## config.mk

```make
export PLATFORM = sky130hd
export DESIGN_NAME = serial_adder
export DESIGN_NICKNAME = d
export VERILOG_FILES = /design/src/rtl/serial_adder.sv
export SDC_FILE = /design/constraint.sdc
export NUM_CORES = 1
export LEC_CHECK = 0
export BUFFER_PORTS_ARGS = -buffer_cell sky130_fd_sc_hd__buf_2
export CAP_MARGIN = 20
export CORE_ASPECT_RATIO = 0.7
export CORE_MARGIN = 2
export CORE_UTILIZATION = 32
export DETAILED_ROUTE_END_ITERATION = 10
export SYNTH_ARGS = -nofsm -noshare
export SYNTH_HDL_FRONTEND = slang
export SYNTH_SLANG_ARGS = --single-unit
```

## constraint.sdc

```tcl
create_clock -name clk -period 1.56 [get_ports clk]
set_input_delay 0.312 -clock clk [delete_from_list [all_inputs] [get_ports clk]]
set_output_delay 0.312 -clock clk [all_outputs]
set_load 0.02 [all_outputs]
```

## src/rtl/serial_adder.sv

```systemverilog
// Bit-serial adder/subtractor: one full-adder cell and a carry flop, LSB first.
// Operands enter on a valid/ready start port, the result leaves on a valid/ready result port.
//
// state   | meaning
// --------+---------------------------------------------------------------
// S_IDLE  | waiting for operands, start_ready=1
// S_SHIFT | one bit per clock through the full adder, cnt = bit index
// S_DONE  | result presented with sum_valid=1 until sum_ready
module serial_adder #(
    parameter int WIDTH = 8
) (
    input  logic             clk,
    input  logic             rst_n,
    input  logic             start_valid,
    output logic             start_ready,
    input  logic [WIDTH-1:0] a,
    input  logic [WIDTH-1:0] b,
    input  logic             cin,
    input  logic             op_sub,
    output logic             sum_valid,
    input  logic             sum_ready,
    output logic [WIDTH-1:0] sum,
    output logic             cout,
    output logic             overflow,
    output logic             busy
);

    localparam int CNT_W = (WIDTH > 1) ? $clog2(WIDTH) : 1;
    localparam logic [CNT_W-1:0] LAST_BIT = CNT_W'(WIDTH - 1);

    localparam logic [1:0] S_IDLE  = 2'd0;
    localparam logic [1:0] S_SHIFT = 2'd1;
    localparam logic [1:0] S_DONE  = 2'd2;

    logic [1:0]       state;
    logic [WIDTH-1:0] a_sr;
    logic [WIDTH-1:0] b_sr;
    logic [WIDTH-1:0] sum_r;
    logic [CNT_W-1:0] cnt;
    logic             carry;
    logic             cout_r;
    logic             ovf_r;
    logic             s_bit;
    logic             c_next;

    always_comb begin
        s_bit  = a_sr[0] ^ b_sr[0] ^ carry;
        c_next = (a_sr[0] & b_sr[0]) | (a_sr[0] & carry) | (b_sr[0] & carry);
    end

    always_ff @(posedge clk) begin
        if (!rst_n) begin
            state  <= S_IDLE;
            a_sr   <= '0;
            b_sr   <= '0;
            sum_r  <= '0;
            cnt    <= '0;
            carry  <= 1'b0;
            cout_r <= 1'b0;
            ovf_r  <= 1'b0;
        end else begin
            case (state)
                S_IDLE: begin
                    if (start_valid) begin
                        // Subtraction is a + ~b + 1: invert b and seed the carry with 1.
                        a_sr  <= a;
                        b_sr  <= op_sub ? ~b : b;
                        carry <= op_sub ? 1'b1 : cin;
                        cnt   <= '0;
                        state <= S_SHIFT;
                    end
                end
                S_SHIFT: begin
                    carry <= c_next;
                    sum_r <= {s_bit, sum_r[WIDTH-1:1]};
                    a_sr  <= a_sr >> 1;
                    b_sr  <= b_sr >> 1;
                    cnt   <= cnt + CNT_W'(1);
                    if (cnt == LAST_BIT) begin
                        // At the MSB, carry holds the carry-in, c_next the carry-out.
                        cout_r <= c_next;
                        ovf_r  <= carry ^ c_next;
                        state  <= S_DONE;
                    end
                end
                S_DONE: begin
                    if (sum_ready) begin
                        state <= S_IDLE;
                    end
                end
                default: state <= S_IDLE;
            endcase
        end
    end

    assign start_ready = (state == S_IDLE);
    assign sum_valid   = (state == S_DONE);
    assign busy        = (state == S_SHIFT) || (state == S_DONE);
    assign sum         = sum_r;
    assign cout        = cout_r;
    assign overflow    = ovf_r;

endmodule

```

Word level (Yosys, flattened, before mapping)

Cells that the tools add are included.
Widths: inputs -> output; s select.

Equal/unequal tests: 6
Mux-type cells: 14
Reduce and logical (&&, ||, !) cells: 6
Bitwise logic cells: 9
Add/subtract/negate cells: 1

Operator list:

| kind                | count |
|---|---|
| $pmux 8 s2          | 2 |
| $mux 8              | 3 |
| $not 8->8           | 1 |
| $mux 2              | 3 |
| $pmux 2 s3          | 1 |
| $pmux 3 s2          | 1 |
| $ne 2x2->1 const B  | 2 |
| $reduce_and 2->1    | 2 |
| $add 3x1->3 const B | 1 |
| $and 1x1->1         | 3 |
| $eq 3x3->1 const B  | 1 |
| $mux 3              | 1 |
| $reduce_and 3->1    | 1 |
| $xor 1x1->1         | 3 |
| $eq 2x1->1 const B  | 1 |
| $eq 2x2->1 const B  | 1 |
| $logic_not 2->1     | 1 |
| $mux 1              | 2 |
| $ne 2x1->1 const B  | 1 |
| $or 1x1->1          | 2 |
| $pmux 1 s2          | 1 |
| $reduce_bool 2->1   | 1 |
| $logic_or 1x1->1    | 1 |

Logic and storage cells: 44
Register bits after elaboration: 32
Output and inout port bits: 13
Input port bits: 22

Logic depth before layout (Yosys ltp)

Gate-level depths: netlist of the first run.

Word-level depth: 4
Mapped depth: 7
Depth with buffers taken out: 5

Worst setup path after synthesis of the first run

No wires, ideal clock.

Kind: register -> register
Start: register state[0]
End: register b_sr[0]
Period minus slack after synthesis: 1.536 ns
Arrival: 1.410 ns
Buffers on the path: 1
Setup slack: 0.024 ns
Library setup time: 0.127 ns
Cell stages (with the launch flop): 7
Path through: dfxtp_1 > inv_1 > ha_1 > mux2_4 > buf_6 > o2111ai_1 > o21ai_0

Cells in the longest elaborated chain, start to end: 3
Elaborated cells on any way between the ends: 6
Classes of those cells: eq/ne (2); mux (1); reduce/logical (3)

RTL lines:

| item                                                                    | line | text |
|---|---|---|
| start: declaration                                                      | 35   | `logic [1:0] state;` |
| start signal: assignment                                                | 53   | `state <= S_IDLE;` |
| start signal: assignment                                                | 70   | `state <= S_SHIFT;` |
| start signal: assignment                                                | 83   | `state <= S_DONE;` |
| $logic_not 2->1 (*)                                                     | n/a  |  |
| named net start_ready                                                   | 15   | `output logic start_ready,` |
| $ne 2x2->1 (no source line) / $reduce_bool 2->1 (equally long branches) | n/a  |  |
| $reduce_and 2->1 (no source line)                                       | n/a  |  |
| end signal: assignment                                                  | 67   | `b_sr <= op_sub ? ~b : b;` |
| end signal: assignment                                                  | 77   | `b_sr <= b_sr >> 1;` |
| end: declaration                                                        | 37   | `logic [WIDTH-1:0] b_sr;` |

Mark *: on every way through the listed nets, which the timed path passes. The rest lies on a longest branch.
A chain may end at the register's enable or synchronous reset.

Final worst setup path of the first run

Start: register state[0]
End: output port sum_valid

Cells in the longest elaborated chain, start to end: 1

RTL lines:

| item             | line | text |
|---|---|---|
| $eq 2x2->1       | 97   | `assign sum_valid = (state == S_DONE);` |
| end: declaration | 20   | `output logic sum_valid,` |

No other way between the ends.

==> results of run 1 <==
-- sequential cells by signal (all words and copies together), names as in the netlist --
| name | cells |
|---|---|
| b_sr | 8 |
| cnt | 3 |
| state | 2 |
| carry | 1 |
| sum | 8 |
| overflow | 1 |
| a_sr | 8 |
| cout | 1 |
-- cells in the final DEF (no fill, tap or decap), types with 4 or more instances in the layout --
cell       netlist  routed
clkbuf_8         0       7
nand2_1         15      15
mux2i_1         19      19
o21ai_0          7       7
nand2b_1         7       7
o2111ai_1        7       7
nor2b_1          4       4
xor2_1           9       9
dfxtp_1         32      31
buf_2            2      34
nor2_1          10      10
buf_4            4       7
a211oi_2         7       7
a21oi_1          5       5
nor2_2           7       7
-- what timing repair did --
| item | CTS | global route |
|---|---|---|
| buffers inserted | 0 | 1 |
| setup endpoints to repair | 1 | 6 |
| gates cloned | 0 | 0 |
| resized for setup | 2 | 3 |
-- metal layers --
metal  GRT usage  vias to the layer above
met3      0.0426                        6
met5           0                        -
met4      0.0504                        0
met1       0.171                      560
li1            -                      664
met2       0.152                       23
-- path summary, 6_finish.rpt --
kind	slack, ns	startpoint	cells past startpoint	endpoint
setup / recovery	0.05	state[0]	4	sum_valid
hold / removal	0.34	b[7]	4	b_sr[7]
hold reg to reg	0.46	cout	2	cout
setup reg to reg	0.12	state[0]	6	a_sr[6]
-- cell families (layout without fill, tap and decap cells) --
family | count (synthesis) | in the layout | share of synthesized area
DFF | 32 | 32 | 0.390
xor gates and xnor gates | 10 | 10 | 0.0533
muxes | 20 | 20 | 0.125
and+or+nand+nor | 49 | 49 | 0.147
adders and majority gates | 6 | 6 | 0.0503
buffers and inverters | 17 | 55 | 0.0655
AOI/OAI and AO/OA | 34 | 34 | 0.169
-- power by group through the flow --
stage / combinational (mW) / sequential, mW / clock (mW)
final: 1.03 / 1.05 / 0.688
after global routing: 1.14 / 1.07 / 0.743
after CTS: 1.01 / 1.06 / 0.716
after detailed placement: 0.996 / 1.07 / 0
after global placement: 0.996 / 1.07 / 0
after floorplan: 0.809 / 1.06 / 0
-- cell type report --
type                    count  area [µm²]
multi-input cells         119         910
repair buffers             44         274
clock buffers               7        96.3
well taps                  69        86.3
flip-flops and latches     32         642
inverters                   4        15.0
fillers                   495        2840
-- worst register-to-register path, cell delays in order (launching register included) --
cell,delay (ns)
dfxtp_2,0.33
inv_1,0.11
ha_4,0.16
mux2_4,0.39
buf_4,0.20
nor2_2,0.09
a211oi_2,0.05
==> impl_metrics.csv, run 1 <==
group,metric,value,unit
clock_tree,cts_hold_buf,0,
route,avgViaCountPerCell,4.56,
placed_design,port_buffers,34,
min_path,hold_path.class,"input pin to flip-flop",
yosys,synth.most_common_cell,"dfxtp_1",
pwr,p_clk_frac,0.248,
yosys,syn_area_per_cell,9.78,µm²
sta,rsz0062_at_grt,"no",
pwr,peakVddDrop,0.761,mV
placed_design,place.gp.congestion,0.718,
yosys,synth_cell_types,32,
finish,area_growth,23.2,%
clock_tree,cts_buffer_depth,2,
clock_tree,htreeDepth,2,
route,top_layer_used,"met4",
route,drt_drc_violations_left,0,
yosys,ys_ff_latch,32,
placed_design,hpwl,2250,µm
yosys,synth_edf_count,0,
clock_tree,clk_pin_slew,0.06,ns
grt,grt_util_all_layers,0.117,
sta,fin_crit_sh,0.965,
yosys,synth_common_cells,"dfxtp_1 (32), mux2i_1 (19), nand2_1 (15)",
status,outcome,"finished, final reports clean",
clock_tree,clkLatencyLatePin,0.28,ns
pwr,power.share.switching,0.334,
worst_setup_path,crit_buf_inv,3,
yosys,syn-cell-area,1640,µm²
worst_setup_path,start_kind,"flip-flop",
sta,slew_violations,0,
pwr,power_density,1370,nW/µm²
yosys,syn-num-nets,196,
route,vias,1253,
clock_tree,root_buffer,"clkbuf_8",
clock_tree,cts_sinks,32,
yosys,synthTopCellsByArea,"dfxtp_1 (39%), mux2i_1 (12%), a211oi_2 (5.3%)",
pwr,comb_power_share,0.371,
grt,grt_first_pass_wirelength,5200,µm
yosys,synthArstFlopShare,0,
finish,fin_util,0.416,
floorplan,num_rows,21,
route,drt_iter0_drc,78,
route,met3_length,198,µm
finish,final_nets,234,
route,first_pass_iters,4,
yosys,yosysWarnings,0,
yosys,synthCells,168,
worst_setup_path,max_stage_delay,0.34,ns
yosys,synth_top_cell_by_area,"dfxtp_1",
floorplan,die_w,89.6,µm
yosys,synth-main-ff-cell,"dfxtp_1",
finish,layoutNonFillerInstCount,275,
sta,period_needed,1.51,ns
route,wl_met1,1700,µm
route,wl_met2,1230,µm
worst_setup_path,setup.worst_path.end_class,"primary output",
sta,hold_viol_final,0,
worst_setup_path,critical_path.top_delay_family,"buffers and inverters",
floorplan,boundaryPins,35,
sta,layout_setup_ws,0.0548,ns
pwr,seqPwrFrac,0.381,
grt,grt_overflow,0,
yosys,synth.top_cell.area_share,0.390,
pwr,total_power,2.77,mW
finish,design_area,2020,µm²
route,detail-route-antenna-nets,0,
placed_design,place_ws,0.0512,ns
worst_setup_path,crit_arrival,1.19,ns
placed_design,dp.cells,267,
pwr,leakage,0.841,nW
finish,num_antenna_cells,0,
sta,tightest_slew,0.342,ns
clock_tree,cts_tree,"built",
placed_design,placed_area,1900,µm²
grt,grt_max_degree,22,
finish,layout-drive-gt1-share,0.350,
grt,antenna_found_initial,0,
route,drt_wl_total,3180,µm
pwr,p_switching,926,µW
worst_setup_path,crit_chain,"inv_1 -> buf_4 -> ha_1 -> buf_2",
grt,grt_pass1_vias,1102,
worst_setup_path,worstPathMaxFanout,3,
worst_setup_path,critical_path_class,"flip-flop to primary output",
run,drv_cap,0,
sta,setup-violations-final,0,
sta,tns,0,ns
route,routedWlPerCell,11.6,µm
worst_setup_path,critPathRequiredTime,1.25,ns
floorplan,initial_core_util,0.338,
floorplan,die_y,63.9,µm
floorplan,die-area,5730,µm²
floorplan,core,4860,µm²
sta,clock_skew,0.00377,ns
sta,max-slew-margin-rel,0.772,
sta,max_freq,664,MHz
clock_tree,cts_buffers,5,
worst_setup_path,crit_slowest_cell,"dfxtp_2",
pwr,intPower,1.84,mW
sta,hold_ws,0.338,ns
yosys,yosysSeqAreaShare,0.390,
Power figures use the tool's default switching activity.
==> run 2: changes to the inputs <==
MAX_ROUTING_LAYER = met4   (was unset)
==> run 2 against run 1 <==
First-iteration DRC count unchanged. Via count did not move. Critical endpoint unchanged. Cell count stayed put. Fmax hardly changed. Wire length up 0.13%. Sequential power about the same. Non-clock buffer count unchanged. Clock power about the same. Largest power group unchanged. Sequential share of layout area stayed put. Total power about the same. Highest routed layer unchanged. Global-route usage up 0.32 points.
==> impl_metrics.csv, run 2 (synthesized netlist as in run 1, its figures left out) <==
group,metric,value,unit
sta,setup-violations-final,0,
clock_tree,cts_buffer_depth,2,
route,first_pass_iters,4,
floorplan,initial_core_util,0.338,
clock_tree,clkLatencyLatePin,0.28,ns
pwr,power_density,1370,nW/µm²
clock_tree,cts_hold_buf,0,
status,outcome,"finished, final reports clean",
worst_setup_path,start_kind,"flip-flop",
worst_setup_path,worstPathMaxFanout,3,
route,avgViaCountPerCell,4.56,
floorplan,num_rows,21,
sta,clock_skew,0.00357,ns
placed_design,port_buffers,34,
floorplan,die-area,5730,µm²
finish,num_antenna_cells,0,
sta,slew_violations,0,
worst_setup_path,critical_path_class,"flip-flop to primary output",
sta,max_freq,664,MHz
clock_tree,cts_tree,"built",
finish,layout-drive-gt1-share,0.350,
clock_tree,htreeDepth,2,
route,drt_drc_violations_left,0,
finish,fill_cells,495,
floorplan,boundaryPins,35,
grt,grt_first_pass_wirelength,5200,µm
sta,tightest_slew,0.344,ns
finish,final_common_cell,"buf_2",
grt,grt_pass1_vias,1099,
grt,grt_util_all_layers,0.121,
route,detail-route-antenna-nets,0,
worst_setup_path,critPathRequiredTime,1.25,ns
finish,area_growth,23.2,%
clock_tree,root_buffer,"clkbuf_8",
route,drt_iter0_drc,78,
clock_tree,cts_sinks,32,
run,drv_cap,0,
worst_setup_path,crit_arrival,1.19,ns
floorplan,die_w,89.6,µm
pwr,peakVddDrop,0.759,mV
grt,grt_overflow,0,
sta,fin_crit_sh,0.966,
finish,mostFrequentLayoutCells,"buf_2 (34), dfxtp_1 (31), mux2i_1 (19)",
placed_design,hpwl,2250,µm
placed_design,place.gp.congestion,0.726,
worst_setup_path,setup.worst_path.end_class,"primary output",
route,routedWlPerCell,11.6,µm
sta,tns,0,ns
sta,hold_viol_final,0,
clock_tree,clk_pin_slew,0.06,ns
clock_tree,cts_buffers,5,
route,vias,1253,
sta,rsz0062_at_grt,"no",
finish,final_nets,234,
grt,grt_max_degree,22,
grt,antenna_found_initial,0,
sta,max-slew-margin-rel,0.770,
sta,hold_ws,0.337,ns
pwr,leakage,0.841,nW
floorplan,die_y,63.9,µm
route,drt_wl_total,3190,µm
min_path,hold_path.class,"input pin to flip-flop",
sta,period_needed,1.51,ns
floorplan,core,4860,µm²
[run 2: layer usage]
metal	vias up	GRT usage	part of all wire
li1	663	-	-
met3	6	0.0401	0.056
met4	0	0.0504	0.019
met1	560	0.173	0.54
met2	24	0.152	0.39
met5	-	-	0
[run 2: cell type report]
| cell class | instances | area (µm²) | share of cell area |
|---|---|---|---|
| multi-input combinational | 119 | 910 | 0.450 |
| inverter | 4 | 15.0 | 0.00742 |
| clock buffer | 7 | 96.3 | 0.0476 |
| timing repair buffer | 44 | 274 | 0.135 |
| tap | 69 | 86.3 | 0.0427 |
| sequential | 32 | 642 | 0.317 |
[run 2: worst paths after layout]
| kind | to | depth (start not counted) | startpoint | slack [ns] |
|---|---|---|---|---|
| worst min register to register | cout | 2 | cout | 0.46 |
| worst min-delay path | b_sr[7] | 4 | b[7] | 0.34 |
| worst max-delay path | sum_valid | 4 | state[0] | 0.05 |
| worst max register to register | a_sr[6] | 6 | state[0] | 0.12 |
[run 2: what timing repair did]
action                                  in CTS  in global routing
endpoints found under the setup margin       1                  6
buffers inserted                             0                  1
resized for setup                            2                  3
[run 2: power by group]
group | leakage [nW] | switching [mW] | internal (mW)
clock network | 0.0503 | 0.296 | 0.392
logic | 0.528 | 0.540 | 0.489
registers | 0.262 | 0.0921 | 0.962
total | 0.841 | 0.928 | 1.84
[run 2: critical path: stages, from the launching register on]
cell and delay, ns:
dfxtp_2 0.34, inv_1 0.08, buf_4 0.14, ha_1 0.19, buf_2 0.16
[run 2: through the flow]
step	std cells	utilization	setup WS, ns	instance area [µm²]	total power, mW
CTS	274	0.412	0.0149	2000	2.78
floorplan	168	-	0.0236	1640	1.87
global placement	267	0.391	0.0794	1900	2.06
global route	275	0.416	0.00425	2020	2.96
finish	275	0.416	0.0538	2020	2.77
detailed placement	267	0.391	0.0512	1900	2.06
